===== src/rtl/seg7_pattern_receiver.sv =====
// seg7_pattern_receiver: receive end of the 7-segment character link.
// Qualifies an active-low segment pattern that must stay stable for
// STABLE_CNT valid samples, decodes it to a 2-bit character code and
// offers it on a single-entry ready/valid buffer. Unknown patterns are
// counted instead of reported.
module seg7_pattern_receiver #(
  parameter int STABLE_CNT = 3,
  parameter int ERR_W      = 8
) (
  input  logic             clk,
  input  logic             reset_n,
  input  logic [6:0]       hex_in,
  input  logic             in_valid,
  input  logic             out_ready,
  input  logic             clear_err,
  output logic [1:0]       code_out,
  output logic             out_valid,
  output logic             err_pulse,
  output logic [ERR_W-1:0] err_count,
  output logic             overflow
);

  localparam int SW = $clog2(STABLE_CNT + 1);
  localparam logic [SW-1:0] STREAK_ONE = SW'(1);
  localparam logic [SW-1:0] STREAK_TOP = SW'(STABLE_CNT);
  localparam logic [ERR_W-1:0] ERR_MAX = {ERR_W{1'b1}};
  localparam logic ONE_SHOT = (STABLE_CNT == 1);

  typedef enum logic [1:0] {
    IDLE    = 2'd0,
    QUALIFY = 2'd1,
    LOCKED  = 2'd2
  } state_t;

  state_t state, state_nxt;
  logic [6:0]    sample, sample_nxt;
  logic [SW-1:0] streak, streak_nxt;
  logic [SW-1:0] streak_inc;
  logic          match;
  logic          accept;
  logic [2:0]    dec;
  logic          dec_ok;
  logic [1:0]    dec_code;
  logic          handshake;
  logic          load_ok;
  logic          drop;
  logic          bad;

  // Map a segment pattern to {known, code}; unknown patterns yield known=0.
  function automatic logic [2:0] decode(input logic [6:0] pat);
    case (pat)
      7'h21:   decode = 3'b1_00;
      7'h06:   decode = 3'b1_01;
      7'h79:   decode = 3'b1_10;
      7'h7F:   decode = 3'b1_11;
      default: decode = 3'b0_00;
    endcase
  endfunction

  assign match      = (hex_in == sample);
  assign streak_inc = streak + STREAK_ONE;
  assign dec        = decode(hex_in);
  assign dec_ok     = dec[2];
  assign dec_code   = dec[1:0];

  // Qualifier state, stored sample and streak length.
  always_ff @(posedge clk or negedge reset_n) begin
    if (!reset_n) begin
      state  <= IDLE;
      sample <= 7'h7F;
      streak <= '0;
    end else begin
      state  <= state_nxt;
      sample <= sample_nxt;
      streak <= streak_nxt;
    end
  end

  // Next qualifier state: idle cycles hold everything, a new pattern restarts the streak.
  always_comb begin
    state_nxt  = state;
    sample_nxt = sample;
    streak_nxt = streak;
    if (in_valid) begin
      case (state)
        IDLE: begin
          sample_nxt = hex_in;
          streak_nxt = STREAK_ONE;
          state_nxt  = ONE_SHOT ? LOCKED : QUALIFY;
        end
        QUALIFY: begin
          if (match) begin
            streak_nxt = streak_inc;
            if (streak_inc == STREAK_TOP) state_nxt = LOCKED;
          end else begin
            sample_nxt = hex_in;
            streak_nxt = STREAK_ONE;
            state_nxt  = ONE_SHOT ? LOCKED : QUALIFY;
          end
        end
        LOCKED: begin
          if (!match) begin
            sample_nxt = hex_in;
            streak_nxt = STREAK_ONE;
            state_nxt  = ONE_SHOT ? LOCKED : QUALIFY;
          end
        end
        default: state_nxt = IDLE;
      endcase
    end
  end

  // Accept strobe: the sample on this edge completes a stable run not yet reported.
  always_comb begin
    accept = 1'b0;
    if (in_valid) begin
      case (state)
        IDLE:    accept = ONE_SHOT;
        QUALIFY: accept = match ? (streak_inc == STREAK_TOP) : ONE_SHOT;
        LOCKED:  accept = !match && ONE_SHOT;
        default: accept = 1'b0;
      endcase
    end
  end

  assign handshake = out_valid && out_ready;
  assign load_ok   = accept && dec_ok && (!out_valid || out_ready);
  assign drop      = accept && dec_ok && !load_ok;
  assign bad       = accept && !dec_ok;

  // Single-entry output buffer; a reload wins over the consuming handshake.
  always_ff @(posedge clk or negedge reset_n) begin
    if (!reset_n) begin
      code_out  <= 2'd0;
      out_valid <= 1'b0;
    end else if (load_ok) begin
      code_out  <= dec_code;
      out_valid <= 1'b1;
    end else if (handshake) begin
      out_valid <= 1'b0;
    end
  end

  // Error statistics: clear first, then fold in this cycle's error or drop.
  always_ff @(posedge clk or negedge reset_n) begin
    if (!reset_n) begin
      err_pulse <= 1'b0;
      err_count <= '0;
      overflow  <= 1'b0;
    end else begin
      err_pulse <= bad;
      if (clear_err) begin
        err_count <= bad ? {{(ERR_W-1){1'b0}}, 1'b1} : '0;
        overflow  <= drop;
      end else begin
        if (bad && err_count != ERR_MAX) err_count <= err_count + 1'b1;
        if (drop) overflow <= 1'b1;
      end
    end
  end

endmodule


===== config.mk =====
export PLATFORM = sky130hd
export DESIGN_NAME = seg7_pattern_receiver
export DESIGN_NICKNAME = d
export VERILOG_FILES = /design/src/rtl/seg7_pattern_receiver.sv
export SDC_FILE = /design/constraint.sdc
export NUM_CORES = 1
export LEC_CHECK = 0
export BUFFER_PORTS_ARGS = -buffer_cell sky130_fd_sc_hd__buf_2
export CORE_MARGIN = 1
export CORE_UTILIZATION = 45
export CTS_BUF_LIST = sky130_fd_sc_hd__clkbuf_8
export CTS_CLUSTER_DIAMETER = 40
export DETAILED_ROUTE_END_ITERATION = 10
export PLACE_DENSITY = 0.72
export SLEW_MARGIN = 25
export SYNTH_ARGS = -nofsm -noshare
export SYNTH_HDL_FRONTEND = slang
export SYNTH_SLANG_ARGS = --single-unit

===== constraint.sdc =====
create_clock -name clk -period 3.33 [get_ports clk]
set_input_delay 0.333 -clock clk [delete_from_list [all_inputs] [get_ports clk]]
set_output_delay 0.333 -clock clk [all_outputs]
set_load 0.05 [all_outputs]

=== Word-level counts from Yosys, hierarchy flattened ===
Index checks and enable logic that the tools add are counted.

* Add/subtract/negate cells: 2
* Equality and inequality tests: 12
* Mux-type cells: 19
* Reductions and logical operators: 20

{| class="wikitable"
|+ Operator list
! kind !! count
|-
| 8-bit 2-to-1 mux || 2
|-
| 7-bit == test, second input constant || 2
|-
| 7-bit case mux with 2 select lines || 1
|-
| 2-bit case mux with 3 select lines || 2
|-
| 3-bit case mux with 4 select lines || 1
|-
| 3-bit AND reduction || 3
|-
| 8-bit by 1-bit adder with 8-bit output, second input constant || 1
|-
| 1-bit 2-to-1 mux || 8
|-
| 2-bit 2-to-1 mux || 4
|-
| 8-bit inequality test, second input constant || 1
|-
| 2-bit nonzero test || 4
|-
| 7-bit by 3-bit == test with 1-bit output, second input constant || 1
|-
| 7-bit by 6-bit == test with 1-bit output, second input constant || 1
|-
| 7-bit == test || 1
|-
| 7-bit 2-to-1 mux || 1
|-
| 1-bit logical AND || 6
|-
| 2-bit == test, second input constant || 2
|-
| 2-bit inequality test, second input constant || 2
|-
| 1-bit zero test || 3
|-
| 3-bit inequality test, second input constant || 1
|-
| 3-bit nonzero test || 1
|-
| 2-bit by 1-bit adder with 2-bit output, second input constant || 1
|-
| 2-bit by 1-bit == test with 1-bit output, second input constant || 1
|-
| 2-bit zero test || 1
|-
| 2 further kinds || 2
|}

* Bits in registers: 24
* Input bits: 12
* Output and inout bits: 13
* Word-level logic and storage cells: 61

=== Logic depth before layout (Yosys ltp) ===
Gate-level depths: netlist of run 1.

* Depth in word-level cells: 11
* Gate-level depth with buffers: 7

=== Worst setup path after synthesis of run 1 ===
OpenSTA, ideal clock, no wires.

* Path type: register to register
* From: register err_count[0]
* To: register err_count[5]
* Data arrival time: 2.108 ns
* Required time: 3.252 ns
* Slack: 1.144 ns
* Cell stages (with the launch flop): 8
* Period minus slack after synthesis: 2.186 ns
* Path through: dfrtp_1 > ha_1 > and3_1 > buf_1 > nand3_1 > nand4_1 > or4_1 > a21oi_1

* Word-level cells in the longest chain between the ends: 3

{| class="wikitable"
|+ Ends and longest elaborated chain
! item !! RTL line !! text
|-
| start: declaration || 19 || <nowiki>output logic [ERR_W-1:0] err_count,</nowiki>
|-
| start signal: assignment || 153 || <nowiki>err_count <= bad ? {{(ERR_W-1){1'b0}}, 1'b1} : '0;</nowiki>
|-
| start signal: assignment || 156 || <nowiki>if (bad && err_count != ERR_MAX) err_count <= err_count + 1'b1;</nowiki>
|-
| 8-bit by 1-bit adder with 8-bit output / 8-bit inequality test (equally long branches) || 156 ||
|-
| 8-bit 2-to-1 mux / 1-bit logical AND (equally long branches) || 156 ||
|-
| 8-bit 2-to-1 mux / 2-bit nonzero test (equally long branches) || n/a ||
|}

Parallel ways exist; a longest one is shown, timed or not. The select of a mux whose other input is x is not followed.
A chain may end at the register's enable or synchronous reset.

=== Final worst setup path of run 1 ===
* From: register state[1]
* To: register err_count[5]

* Word-level cells in the longest chain between the ends: 6

{| class="wikitable"
|+ Ends and longest elaborated chain
! item !! RTL line !! text
|-
| start: declaration || 35 || <nowiki>state_t state, state_nxt;</nowiki>
|-
| start signal: assignment || 73 || <nowiki>state <= state_nxt;</nowiki>
|-
| 2-bit by 1-bit == test with 1-bit output || 117 || <nowiki>case (state)</nowiki>
|-
| 1-bit 2-to-1 mux || 117 ||
|-
| 1-bit 2-to-1 mux || 116 || <nowiki>if (in_valid) begin</nowiki>
|-
| 1-bit logical AND || 129 || <nowiki>assign bad = accept && !dec_ok;</nowiki>
|-
| 1-bit logical AND || 156 ||
|-
| 2-bit nonzero test (no source line) || n/a ||
|}

Every way passes these cells.

==> flow_metrics.env, run 1 <==
export IMPL_post_cts_buffers=0
export IMPL_viasPerCell=5.67
export IMPL_wire_per_inst_um=14.2
export IMPL_clk_pin_slew_ns=0.09
export IMPL_final_setup_tns_ns=0
export IMPL_synthCells=136
export IMPL_h_tree_depth=1
export IMPL_max_freq_ghz=0.470
export IMPL_cp_start_kind="flip-flop"
export IMPL_fin_crit_sh_pct=63.9
export IMPL_drive_gt1_share_pct=31.7
export IMPL_crit_type="reg -> reg"
export IMPL_drt_pass1_iterations=4
export IMPL_rows=20
export IMPL_final_cell_mix="buf_2 (24), dfrtp_1 (17), mux2_2 (9)"
export IMPL_cp_max_fo=8
export IMPL_holdCritPathClass="in -> async"
export IMPL_max_cap_violations=0
export IMPL_chipHeight_um=58.6
export IMPL_syn_nets=155
export IMPL_routabilityCongestion=0.810
export IMPL_ctsHoldBuffers=0
export IMPL_nNetsFinal=181
export IMPL_synthFlopType="dfrtp_1"
export IMPL_clock_sinks=24
export IMPL_slew_headroom_pct=63.9
export IMPL_outcome="finished clean"
export IMPL_drtIter0Drc=47
export IMPL_grt_max_degree=25
export IMPL_synth_area_mm2=0.00144
export IMPL_die_area_mm2=0.00343
export IMPL_clk_latency_ns=0.27
export IMPL_synth_edf_count=0
export IMPL_start_util_pct=47.2
export IMPL_overflow=0
export IMPL_end_kind="flip-flop"
export IMPL_final_common_cell="buf_2"
export IMPL_cts_tree="done"
export IMPL_grt_pass1_wl_um=5020
export IMPL_area_growth_pct=15.8
export IMPL_cts_made_buffers=3
export IMPL_setup_viol=0
export IMPL_powerDensity_mw_per_mm2=450
export IMPL_hold_viol=0
export IMPL_period_minus_slack_ns=2.13
export IMPL_die_w_um=58.6
export IMPL_clockBufferDepth=2
export IMPL_placed_cell_area_mm2=0.00160
export IMPL_cts_resized=0
export IMPL_finalClockSkew_ns=0.00935
export IMPL_drt_total_wl_um=2920
export IMPL_synth_seq_area_share_pct=42.3
export IMPL_worst_endpoint_arrival_ns=2.33
export IMPL_clockRootBuffer="clkbuf_8"
export IMPL_final_area_mm2=0.00167
export IMPL_syn_area_per_cell_um2=10.6
export IMPL_drv_slew=0
export IMPL_dpl_hpwl_um=2160
export IMPL_grt_pass1_vias=1143
export IMPL_synthArstFlopShare_pct=100
export IMPL_grt_antenna_before_repair=0
export IMPL_synth_seq_cells=24
export IMPL_crit_required_ns=3.54
export IMPL_rsz0062_at_grt="false"
export IMPL_ant_nets=0
export IMPL_max_slew_worst_pin_slew_ns=0.539
export IMPL_ir_worst_vdd_v=0.000362
export IMPL_portBuffers=24
export IMPL_coreArea_mm2=0.00305
export IMPL_grt_total_usage_pct=19.2
export IMPL_drc=0
export IMPL_diodes=0
export IMPL_ios=25
export IMPL_p_leak_uw=0.000728
export IMPL_synth_distinct_cells=41
export IMPL_dr_total_vias=1162
export IMPL_fill_cells=301
export IMPL_ys_warnings_count=0
export IMPL_utilization_pct=54.7
sequential cells by signal (all words and copies together) (netlist names):
signal,count
err_pulse,1
overflow,1
err_count,8
sample,7
state,2
streak,2
code_out,2
out_valid,1
Yosys cell counts (all sizes together) (2+ instances only):
cell type	instances	area, um2
and3	8	51.3
nor2	6	22.5
dfstp	7	184
dfrtp	17	425
o22ai	2	12.5
buf	3	18.8
o32ai	2	17.5
or4	3	22.5
mux2	11	131
ha	7	87.6
and4	2	17.5
nand4	3	18.8
a311oi	2	17.5
a31oi	3	18.8
inv	7	26.3
nand2	7	26.3
xnor2	7	61.3
a21oi	8	43.8
nand3	6	42.5
nor3	2	10.0
o31ai	3	22.5
o21ai	6	30.0
cell type report:
class	count	area (um2)	share of cell area [%]
Clock inverter	1	30.0	1.80
Tap cell	44	55.1	3.30
Inverter	7	26.3	1.57
Sequential cell	24	609	36.5
Multi-Input combinational cell	102	787	47.2
Clock buffer	3	41.3	2.47
Timing Repair Buffer	24	120	7.20
power by group:
group | internal (uW) | switching, uW
logic | 66.9 | 70.0
registers | 333 | 19.4
clock network | 161 | 100
total | 561 | 189
per-layer routing:
layer	vias up	track usage, %	part of all wire, %
li1	561	-	-
met1	565	22.7	45
met2	34	34.8	49
met3	2	4.84	4.9
met4	0	4.76	0.68
met5	-	0	0
stage by stage:
stage                     hold slack (ns)  instances  total power [uW]  worst slack, ns
after floorplan                    0.0374        136               455             1.14
final                              0.0218        205               750             1.20
after CTS                          0.0416        205               761             1.20
after global placement              0.337        201               489             1.19
after global routing               0.0686        205               790             1.06
after detailed placement            0.355        201               498             1.14
cell families (layout without fill, tap and decap cells):
| family | after synthesis | after routing | synth area share (%) |
|---|---|---|---|
| AOI/OAI and AO/OA | 31 | 31 | 15.5 |
| xor gates and xnor gates | 8 | 8 | 4.86 |
| adders and majority gates | 7 | 7 | 6.08 |
| buffers and inverters | 10 | 35 | 3.13 |
| DFF | 24 | 24 | 42.3 |
| muxes | 11 | 11 | 9.11 |
| and+or+nand+nor | 45 | 45 | 19.1 |
worst max-delay path, stage by stage, from the launching register on:
cell     delay (ns)
dfrtp_1        0.44
inv_1          0.14
ha_1           0.24
and3_1         0.26
nand4_1        0.27
or4_1          0.54
a21oi_1        0.16
path summary, 6_finish.rpt:
| path | slack, ns | startpoint | cells past startpoint | end |
|---|---|---|---|---|
| setup reg to reg | 1.20 | state[1] | 6 | err_count[5] |
| hold / removal | 0.02 | reset_n | 1 | err_count[2] |
| min in group clk | 0.29 | in_valid | 2 | state[1] |
| hold reg to reg | 0.52 | code_out[0] | 1 | code_out[0] |
| setup / recovery | 1.20 | state[1] | 6 | err_count[5] |
| max in group asynchronous | 2.93 | reset_n | 1 | sample[2] |
(Power assumes the default switching activity.)
==> inputs of run 2 (changes only) <==
ABC_AREA = 1   (was default)
PLACE_DENSITY = 0.74   (was 0.72)
clock period = 1.7 ns   (was 3.33 ns; I/O delays follow)
==> flow_metrics.env, run 2 <==
export IMPL_outcome="finished clean"
export IMPL_drc=0
export IMPL_cp_start_kind="flip-flop"
export IMPL_clockBufferDepth=2
export IMPL_synth_edf_count=0
export IMPL_drt_total_wl_um=3250
export IMPL_syn_nets=226
export IMPL_slowest_stage="dfstp_2"
export IMPL_powerDensity_mw_per_mm2=767
export IMPL_hold_viol=0
export IMPL_crit_path_frequent_cell="nand2_1"
export IMPL_muxShareOfSynthArea_pct=0
export IMPL_die_area_mm2=0.00366
export IMPL_worstReg2RegStart="sample[1]"
export IMPL_yosysTopAreaCellShare_pct=27.6
export IMPL_clock_sinks=24
export IMPL_max_stage_delay_ns=0.56
export IMPL_synth_simple_area_share_pct=36.9
export IMPL_clk_pin_slew_ns=0.09
export IMPL_diodes=0
export IMPL_synthFlopType="dfrtp_1"
export IMPL_viasPerCell=4.85
export IMPL_wire_per_inst_um=11.4
export IMPL_grt_max_degree=25
export IMPL_synthCells=207
export IMPL_max_slew_worst_pin_slew_ns=0.551
export IMPL_synthArstFlopShare_pct=100
export IMPL_crit_type="reg -> reg"
export IMPL_reg_top3="err_count (8), sample (7)"
export IMPL_clk_latency_ns=0.27
export IMPL_synthAdderAreaFrac_pct=5.68
export IMPL_synth_area_mm2=0.00154
export IMPL_total_power_uw=1460
export IMPL_path_cells="inv_2, nand2_1, nand2_1, nor2_2, nand2_2, nor2_4, nand3_4, nor2_4, nand2_2, nand2_1, nand2_1, inv_1"
export IMPL_ys_warnings_count=0
export IMPL_largest_register="err_count"
export IMPL_slew_headroom_pct=63.3
export IMPL_coreArea_mm2=0.00315
export IMPL_drtIter0Drc=36
export IMPL_grt_pass1_vias=1215
export IMPL_dr_total_vias=1378
export IMPL_holdCritPathClass="in -> reg"
export IMPL_yosysTopAreaCell="dfrtp_1"
export IMPL_final_common_cell="nand2_1"
export IMPL_largest_reg_flops=8
export IMPL_grt_antenna_before_repair=0
export IMPL_yosys_top_cells_count="nand2_1 (70), inv_1 (25), nor2_1 (18)"
export IMPL_fill_cells=308
export IMPL_cp_max_fo=4
export IMPL_synth_distinct_cells=28
export IMPL_regArea_um2=612
export IMPL_drt_pass1_iterations=4
export IMPL_rsz0062_at_grt="true"
export IMPL_dpl_hpwl_um=2300
export IMPL_synth_xor_area_share_pct=1.14
export IMPL_syn_area_per_cell_um2=7.45
export IMPL_synth_seq_cells=24
export IMPL_final_setup_tns_ns=0
export IMPL_synth_top_family_by_area="simple AND/OR/NAND/NOR gates"
export IMPL_drive_gt1_share_pct=31.7
export IMPL_area_growth_pct=23.1
export IMPL_max_cap_violations=0
export IMPL_overflow=0
export IMPL_cts_tree="done"
export IMPL_start_util_pct=48.9
export IMPL_grt_total_usage_pct=18.7
export IMPL_ir_worst_vdd_v=0.000489
export IMPL_h_tree_depth=1
export IMPL_chipHeight_um=60.5
export IMPL_end_kind="flip-flop"
export IMPL_max_freq_ghz=0.600
export IMPL_rows=20
export IMPL_nNetsFinal=260
export IMPL_cts_made_buffers=3
export IMPL_routabilityCongestion=0.835
export IMPL_grt_pass1_wl_um=5140
export IMPL_worst_endpoint_arrival_ns=1.89
export IMPL_p_leak_uw=0.000991
export IMPL_portBuffers=24
export IMPL_multi_input_area_um2=883
export IMPL_finalClockSkew_ns=0.00301
export IMPL_period_minus_slack_ns=1.67
export IMPL_synthTopCellsByArea="dfrtp_1 (28%), nand2_1 (17%), dfstp_2 (12%), inv_1 (6.1%), ha_1 (5.7%)"
export IMPL_setup_viol=0
export IMPL_fin_crit_sh_pct=98.1
export IMPL_critPathLaunch="sample[1]"
export IMPL_synth_compound_area_share_pct=8.69
export IMPL_ant_nets=0
export IMPL_yosysMostFrequentCell="nand2_1"
export IMPL_clockRootBuffer="clkbuf_8"
export IMPL_synth_seq_area_share_pct=39.5
export IMPL_ios=25
export IMPL_drv_slew=0
export IMPL_final_cell_mix="nand2_1 (64), inv_1 (24), buf_2 (24), nor2_1 (16), dfrtp_1 (15)"
export IMPL_die_w_um=60.5
export IMPL_crit_required_ns=1.92
export IMPL_worstHoldStart="out_ready"
## run 2: cell count changes in the layout (fill, tap and decap cells not counted), moves of 6 or more
cell	before	now
nand2_1	7	64
inv_1	7	24
nand3_1	5	12
and3_1	7	0
nand2_2	0	9
xnor2_1	7	0
nor2_1	6	16
o21ai_0	6	12
mux2_2	9	0
## run 2: cells by family (layout without fill, tap and decap cells)
kind of cell | count (synthesis) | after routing
compound gates | 22 | 23
xor+xnor | 2 | 2
fa+ha+maj | 7 | 7
buf+inv | 31 | 63
flops | 24 | 24
simple gates | 121 | 121
## run 2: final timing paths
check | endpoint | slack [ns] | cells past startpoint
min in group asynchronous | streak[0] | 0.41 | 2
max in group asynchronous | err_count[0] | 0.90 | 2
max reg2reg | code_out[0] | 0.03 | 12
min reg2reg | overflow | 0.49 | 2
max | code_out[0] | 0.03 | 12
min | overflow | 0.14 | 4
## run 2: layout make-up
class	instances	share of cell area, %
multi-input cells	153	46.5
flip-flops and latches	24	32.2
repair buffers	30	8.83
inverters	29	5.73
well taps	44	2.90
clock buffers	3	2.18
clock inverters	1	1.58
## run 2: stage by stage
step | cells | util, % | worst slack (ns) | instance area [um2] | hold slack [ns]
global placement | 276 | 55.3 | 0.0910 | 1740 | 0.191
detailed placement | 276 | 55.3 | 0.0758 | 1740 | 0.188
global route | 284 | 60.2 | -0.0906 | 1900 | 0.147
CTS | 281 | 57.9 | 0.0571 | 1830 | 0.137
finish | 284 | 60.2 | 0.0325 | 1900 | 0.142
floorplan | 207 | - | 0.00564 | 1560 | -0.126
## run 2: routing by layer
metal	track usage [%]	share of wire, %	vias to the layer above
met3	3.20	2.9	5
met4	6.17	1.6	0
met1	24.2	50	624
li1	-	-	723
met5	0	0	-
met2	31.9	46	26
## run 2: power breakdown
group / leakage, uW / switching [uW] / internal (uW)
clock network: 0.0000357 / 197 / 315
registers: 0.000297 / 27.7 / 638
logic: 0.000659 / 174 / 105
total: 0.000991 / 399 / 1060
## run 2: worst max-delay path, delay by kind of cell (launching register included)
kind,cells,cell delay [ns]
flops,1,0.56
simple gates,10,0.97
buf+inv,2,0.07
## run 2: timing repair
item / in CTS / in global routing
resized for setup: 0 / 13
buffers inserted: 0 / 2
hold buffers: 1 / 0
setup endpoints to repair: 0 / 19
endpoints found under the hold margin: 17 / 0
